### config.mk
export PLATFORM = sky130hd
export DESIGN_NAME = upload_rr_scheduler
export DESIGN_NICKNAME = d
export VERILOG_FILES = /design/src/rtl/upload_rr_scheduler.sv
export SDC_FILE = /design/constraint.sdc
export NUM_CORES = 1
export LEC_CHECK = 0
export ABC_AREA = 1
export BUFFER_PORTS_ARGS = -buffer_cell sky130_fd_sc_hd__buf_4
export CAP_MARGIN = 20
export CELL_PAD_IN_SITES_DETAIL_PLACEMENT = 1
export CELL_PAD_IN_SITES_GLOBAL_PLACEMENT = 1
export CORE_MARGIN = 3
export CORE_UTILIZATION = 28
export CTS_CLUSTER_DIAMETER = 30
export DETAILED_ROUTE_END_ITERATION = 8
export HOLD_SLACK_MARGIN = 0.06
export PLACE_DENSITY_LB_ADDON = 0.1
export SYNTH_ARGS = -nofsm -noshare
export SYNTH_HDL_FRONTEND = slang
export SYNTH_SLANG_ARGS = --single-unit
### constraint.sdc
create_clock -name clk -period 2.3 [get_ports clk]
set_input_delay 0.345 -clock clk [delete_from_list [all_inputs] [get_ports clk]]
set_output_delay 0.345 -clock clk [all_outputs]
set_load 0.02 [all_outputs]
### src/rtl/upload_rr_scheduler.sv
// upload_rr_scheduler: round-robin, packet-atomic arbiter of upload streams onto the single processor upload port
//   clk, rst_n                        : clock, asynchronous active-low reset
//   src_upload_req/valid/ready        : per-source packet flag, byte valid, byte ready
//   src_upload_data/source            : per-source data and source-ID bytes, source i at [i*8 +: 8]
//   merged_upload_req/data/source/valid, processor_upload_ready : processor-side stream
//   grant                             : registered one-hot grant, zero when idle
//   timeout_pulse                     : one-cycle strobe when the watchdog releases a stalled grant
module upload_rr_scheduler #(
  parameter int NUM_SOURCES = 4,
  parameter int TIMEOUT = 1024
) (
  input  logic                       clk,
  input  logic                       rst_n,
  input  logic [NUM_SOURCES-1:0]     src_upload_req,
  input  logic [NUM_SOURCES*8-1:0]   src_upload_data,
  input  logic [NUM_SOURCES*8-1:0]   src_upload_source,
  input  logic [NUM_SOURCES-1:0]     src_upload_valid,
  output logic [NUM_SOURCES-1:0]     src_upload_ready,
  output logic                       merged_upload_req,
  output logic [7:0]                 merged_upload_data,
  output logic [7:0]                 merged_upload_source,
  output logic                       merged_upload_valid,
  input  logic                       processor_upload_ready,
  output logic [NUM_SOURCES-1:0]     grant,
  output logic                       timeout_pulse
);
  localparam int IW = $clog2(NUM_SOURCES);
  localparam int WW = $clog2(TIMEOUT) + 1;
  typedef enum logic {IDLE, LOCK} state_t;
  state_t state;
  logic [IW-1:0] last_grant, pick, cand;
  logic [WW-1:0] wd;
  logic [7:0] data_a [NUM_SOURCES];
  logic [7:0] src_a [NUM_SOURCES];
  logic [NUM_SOURCES-1:0] pending;
  logic lock, hs, rel, expire;
  for (genvar i = 0; i < NUM_SOURCES; i++) begin : g_unpack
    assign data_a[i] = src_upload_data[i*8 +: 8];
    assign src_a[i] = src_upload_source[i*8 +: 8];
  end
  // last_grant doubles as the granted index while locked
  assign pending = src_upload_req | src_upload_valid;
  assign lock = state == LOCK;
  assign hs = lock && src_upload_valid[last_grant] && processor_upload_ready;
  assign rel = lock && !src_upload_req[last_grant] && (!src_upload_valid[last_grant] || processor_upload_ready);
  assign expire = lock && wd == WW'(TIMEOUT - 1) && !hs;
  // scan downward so the nearest pending index after last_grant is written last
  always_comb begin
    pick = last_grant;
    cand = last_grant;
    for (int k = NUM_SOURCES; k > 0; k--) begin
      cand = IW'((int'(last_grant) + k) % NUM_SOURCES);
      if (pending[cand]) pick = cand;
    end
  end
  assign merged_upload_req = lock;
  assign merged_upload_valid = lock && src_upload_valid[last_grant];
  assign merged_upload_data = lock ? data_a[last_grant] : 8'h00;
  assign merged_upload_source = lock ? src_a[last_grant] : 8'h00;
  assign src_upload_ready = grant & {NUM_SOURCES{processor_upload_ready}};
  always_ff @(posedge clk or negedge rst_n) begin
    if (!rst_n) begin
      state <= IDLE;
      grant <= '0;
      last_grant <= IW'(NUM_SOURCES - 1);
      wd <= '0;
      timeout_pulse <= 1'b0;
    end else begin
      timeout_pulse <= 1'b0;
      if (!lock) begin
        wd <= '0;
        if (|pending) begin
          state <= LOCK;
          grant <= NUM_SOURCES'(1) << pick;
          last_grant <= pick;
        end
      end else begin
        wd <= hs ? '0 : wd + 1'b1;
        if (rel || expire) begin
          state <= IDLE;
          grant <= '0;
          timeout_pulse <= expire;
        end
      end
    end
  end
endmodule

== Word-level counts from Yosys, hierarchy flattened ==
Cells that the tools add are included.
Word-level totals
  output and inout bits: 27
  register bits: 19
Operators by class
  add/subtract/negate cells: 5
  multiplexer cells: 34
  reduce and logical (&&, ||, !) cells: 15
  magnitude comparators: 6
  shift-type cells: 1
  eq/ne operators: 2
  bitwise gates (word level): 4
Operator list (number)
  $mux 8: 6
  $bmux 8 s2: 2
  $mux 11: 2
  $lt 2x3->1 const B: 5
  $bmux 1 s2: 6
  $mux 4: 3
  $add 11x1->11 const B: 1
  $eq 11x10->1 const B: 1
  $mux 1: 11
  $mux 2: 4
  $logic_and 1x1->1: 6
  $add 2x1->2 const B: 2
  $add 2x2->2 const B: 2
  $and 4x4->4: 1
  $or 4x4->4: 1
  $reduce_and 2->1: 2
  $reduce_or 4->1: 1
  $shl 1x2->4 const A: 1
  $ge 3x3->1 const B: 1
  $logic_not 1->1: 3
  $not 2->3: 1
  $logic_or 1x1->1: 2
  $ne 2x1->1 const B: 1
  $reduce_bool 2->1: 1
  $not 1->1: 1

== Longest topological paths before layout ==
  depth after elaboration: 10
  mapped depth: 13
  gate-level depth less buffers: 12

== Least setup slack after synthesis ==
OpenSTA, ideal clock, no wires.
  kind: register to output
  from: register last_grant[1]
  to: output merged_upload_data[4]
  slack: 0.321 ns
  buffers on the path: 2
  cell stages (with the launch flop): 7
  arrival time: 1.634 ns
  cells stage by stage: dfstp_2 > buf_4 > inv_2 > nor2_4 > clkbuf_1 > a22oi_1 > a21oi_1
Between the ends
  cells in the longest elaborated chain, start to end: 5
Ends and longest elaborated chain
  start: declaration: RTL line 31  | logic [IW-1:0] last_grant, pick, cand;
  start signal: assignment: RTL line 65  | last_grant <= IW'(NUM_SOURCES - 1);
  start signal: assignment: RTL line 75  | last_grant <= pick;
  $not 2->3 (implied by the code): RTL line 58  | assign merged_upload_data = lock ? data_a[last_grant] : 8'h00;
  $bmux 8 s2: RTL line 58
  $mux 8 (implied by the code) (2 in series): RTL line 58
  $mux 8: RTL line 58
  end: declaration: RTL line 20  | output logic [7:0] merged_upload_data,
No other way between the ends. The select of a mux whose other input is x is not followed.

== Final worst setup path ==
  from: register last_grant[0]
  to: output merged_upload_source[1]
Between the ends
  cells in the longest elaborated chain, start to end: 5
Ends and longest elaborated chain
  $not 2->3 (implied by the code): RTL line 59  | assign merged_upload_source = lock ? src_a[last_grant] : 8'h00;
  $bmux 8 s2: RTL line 59
  $mux 8 (implied by the code) (2 in series): RTL line 59
  $mux 8: RTL line 59
  end: declaration: RTL line 21  | output logic [7:0] merged_upload_source,
No other way between the ends. The select of a mux whose other input is x is not followed.

==> run_results.csv <==
group,metric,value,unit
sta,rsz0062_at_grt,"no",
placement,placed_area,2390,sq um
route,via_per_inst,4.96,
sta,fin_setup_tns,0,ns
synth,avgSynthCellArea,6.88,sq um
worst_setup_path,r2r_start,"last_grant[0]",
clock_network,cts_max_path_buffers,2,
worst_setup_path,r2r_cells,13,
worst_setup_path,arrival,1.82,ns
route,first_iter_violations,85,
global_route,grt_usage,0.188,
min_path,whs_endpoint,"timeout_pulse",
sta,final-hold-violation-count,0,
synth,synth_top_cell_area_share,0.269,
worst_setup_path,worstSetupStartpointType,"flip-flop",
clock_network,clk_pin_slew,0.08,ns
synth,syn_nets,306,
placement,portBuffers,101,
synth,synth_common_cells,"nand2_1, a22oi_1, nor2_1, inv_1, a21oi_1",
synth,yosysWarningCount,0,
sta,slew_headroom,0.516,
clock_network,root_buffer,"clkbuf_8",
min_path,whs_path_depth,1,
worst_setup_path,crit_family,"flip-flops",
power_and_ir_drop,peakVddDrop,0.000533,V
route,ant_nets,0,
die,ios,102,
synth,yosysMostFrequentCell,"nand2_1",
min_path,hp-class,"flip-flop to flip-flop",
global_route,grt_pass1_vias,1977,
sta,max_freq,462,MHz
clock_network,cts_inserted_buffers,3,
global_route,grt_pass1_wl,9.63,mm
placement,dp_hpwl,4.92,mm
finish,drive_gt1_frac,0.383,
finish,finalNonFillerCells,402,
route,drt_pass1_iterations,4,
synth,synth.distinct_cells,30,
finish,num_antenna_cells,0,
worst_setup_path,critical-path-slowest-cell,"dfstp_4",
sta,period_needed,2.17,ns
sta,drv_slew,0,
route,drc,0,
worst_setup_path,worstPathBufferInverterCount,2,
die,start_util,0.300,
finish,area_growth,58.3,%
worst_setup_path,crit_fanout,14,
sta,holdWs,0.483,ns
global_route,grt_overflow,0,
synth,synth-main-ff-cell,"dfrtp_1",
synth,synth_edf_count,0,
synth,netlist_instances,230,
placement,placed_cells,394,
placement,gp_congestion,0.796,
finish,final_nets,409,
die,die_area,6590,sq um
synth,yosysSeqAreaShare,0.302,
clock_network,cts.sinks,19,
global_route,antenna_found_initial,0,
power_and_ir_drop,power_density,1190,nW/um^2
synth,synthTopCellsByArea,"dfrtp_1, a22oi_1, nand2_1, a21oi_1, nor2_1",
route,wl_per_cell,15.7,microns
worst_setup_path,worstPathRequired,1.96,ns
die,num_rows,26,
flow_run,maxCapViolCount,0,
clock_network,clk_latency,0.26,ns
power_and_ir_drop,leakage,1.29,nW
status,status,"finished, final reports clean",
sta,clock_skew,0.00690,ns
worst_setup_path,crit_chain,"inv_2 -> nor2_4 -> a22oi_1 -> a21oi_1 -> buf_4",
worst_setup_path,crit_path_end_kind,"primary output",
worst_setup_path,critPathMaxStageDelay,0.72,ns
sta,min_period_over_period,0.942,
worst_setup_path,reg2reg_to,"grant[1]",
route,routed_wl,6.31,mm
clock_network,cts_tree,"built",
die,die_h,81.2,microns
worst_setup_path,rrSetupSlack,0.30,ns
sta,setup_viol,0,
die,fp.dieW,81.2,microns
worst_setup_path,criticalPathCategory,"flip-flop to primary output",
finish,fin_area,2500,sq um
sta,tightestPinTransition,0.725,ns
synth,syn_area,1580,sq um
synth,synth_area_leader_cell,"dfrtp_1",
synth,ys_ff_latch,19,
finish,utilization,0.475,
synth,async_flop_share,1.00,
min_path,hold_start,"wd[10]",
route,vias,1994,
clock_network,htree_levels,1,
global_route,grt_max_degree,22,
die,core_area,5270,sq um
==> cell usage in the layout, fill, tap and decap left out, types with 2 or more instances in the layout <==
cell type / n
buf_4: 104
nand2_1: 59
a22oi_1: 32
nor2_1: 20
inv_1: 19
a21oi_1: 18
dfrtp_1: 17
nand3_1: 12
nand4_1: 7
o21ai_1: 4
nand2_2: 4
inv_2: 3
xnor2_1: 3
xor2_1: 3
nor2_4: 3
o21ai_0: 3
clkbuf_8: 3
nand3_2: 2
nor3_1: 2
dfstp_4: 2
==> how the worst max path moves through the flow <==
| stage | start | to | slack, ns | cells after the start |
|---|---|---|---|---|
| detailed placement | last_grant[0] | grant[1] | 0.29 | 11 |
| global placement | last_grant[0] | grant[2] | 0.29 | 10 |
| floorplan | last_grant[1] | merged_upload_data[4] | 0.32 | 6 |
| finish | last_grant[0] | merged_upload_source[1] | 0.13 | 5 |
| CTS | last_grant[0] | merged_upload_source[3] | 0.03 | 4 |
| global route | last_grant[0] | merged_upload_source[0] | 0.001 | 5 |
==> worst reg2reg max path: cells and delay by family, from the launching register on <==
family / cells / cell delay, ns
and+or+nand+nor: 11 / 0.91
buffers and inverters: 2 / 0.32
DFF: 1 / 0.72
==> cell families (layout without fill, tap and decap cells) <==
kind of cell / Yosys count / after routing / synth area share
AND/OR/NAND/NOR: 114 / 115 / 0.335
AO/OA/AOI/OAI: 58 / 58 / 0.236
buffers and inverters: 32 / 133 / 0.0854
flip-flops: 19 / 19 / 0.302
XOR/XNOR: 6 / 6 / 0.0332
adder cells (fa/ha/maj): 1 / 1 / 0.00791
==> metrics by stage <==
step	setup WS (ns)	power, mW
after floorplan	0.321	1.90
after global placement	0.290	2.62
after detailed placement	0.292	2.65
after CTS	0.0343	2.89
after global routing	0.00109	3.28
final	0.134	2.97
==> repair_timing <==
action | 4_1_cts | 5_1_grt
setup buffers | 0 | 2
setup endpoints to repair | 0 | 17
hold buffers | 1 | 0
resized for setup | 0 | 5
hold endpoints to repair | 17 | 0
==> cell type report <==
class | instances | area (sq um)
Timing Repair Buffer | 106 | 811
Fill cell | 711 | 2770
Clock inverter | 1 | 5.00
Sequential cell | 19 | 485
Tap cell | 70 | 87.6
Clock buffer | 3 | 41.3
Multi-Input combinational cell | 180 | 985
Inverter | 23 | 88.8
==> state kept, by name, indices dropped and copies added (netlist names) <==
signal / flops
merged_upload_req: 1
last_grant: 2
timeout_pulse: 1
wd: 11
grant: 4
==> power by group <==
part | switching [mW] | internal (mW) | total [mW] | leakage (nW)
clock | 0.117 | 0.121 | 0.237 | 0.0255
sequential | 0.141 | 0.435 | 0.577 | 0.252
combinational | 1.31 | 0.853 | 2.16 | 1.01
==> layer usage <==
layer	up-vias	share of wire	GRT usage	routed length, microns
met3	11	0.054	0.0377	342
met4	0	0.017	0.0490	109
met5	-	0	0	0
li1	996	-	-	-
met2	54	0.51	0.319	3220
met1	933	0.42	0.243	2640
Note: power is estimated with default switching activity, not from simulation.
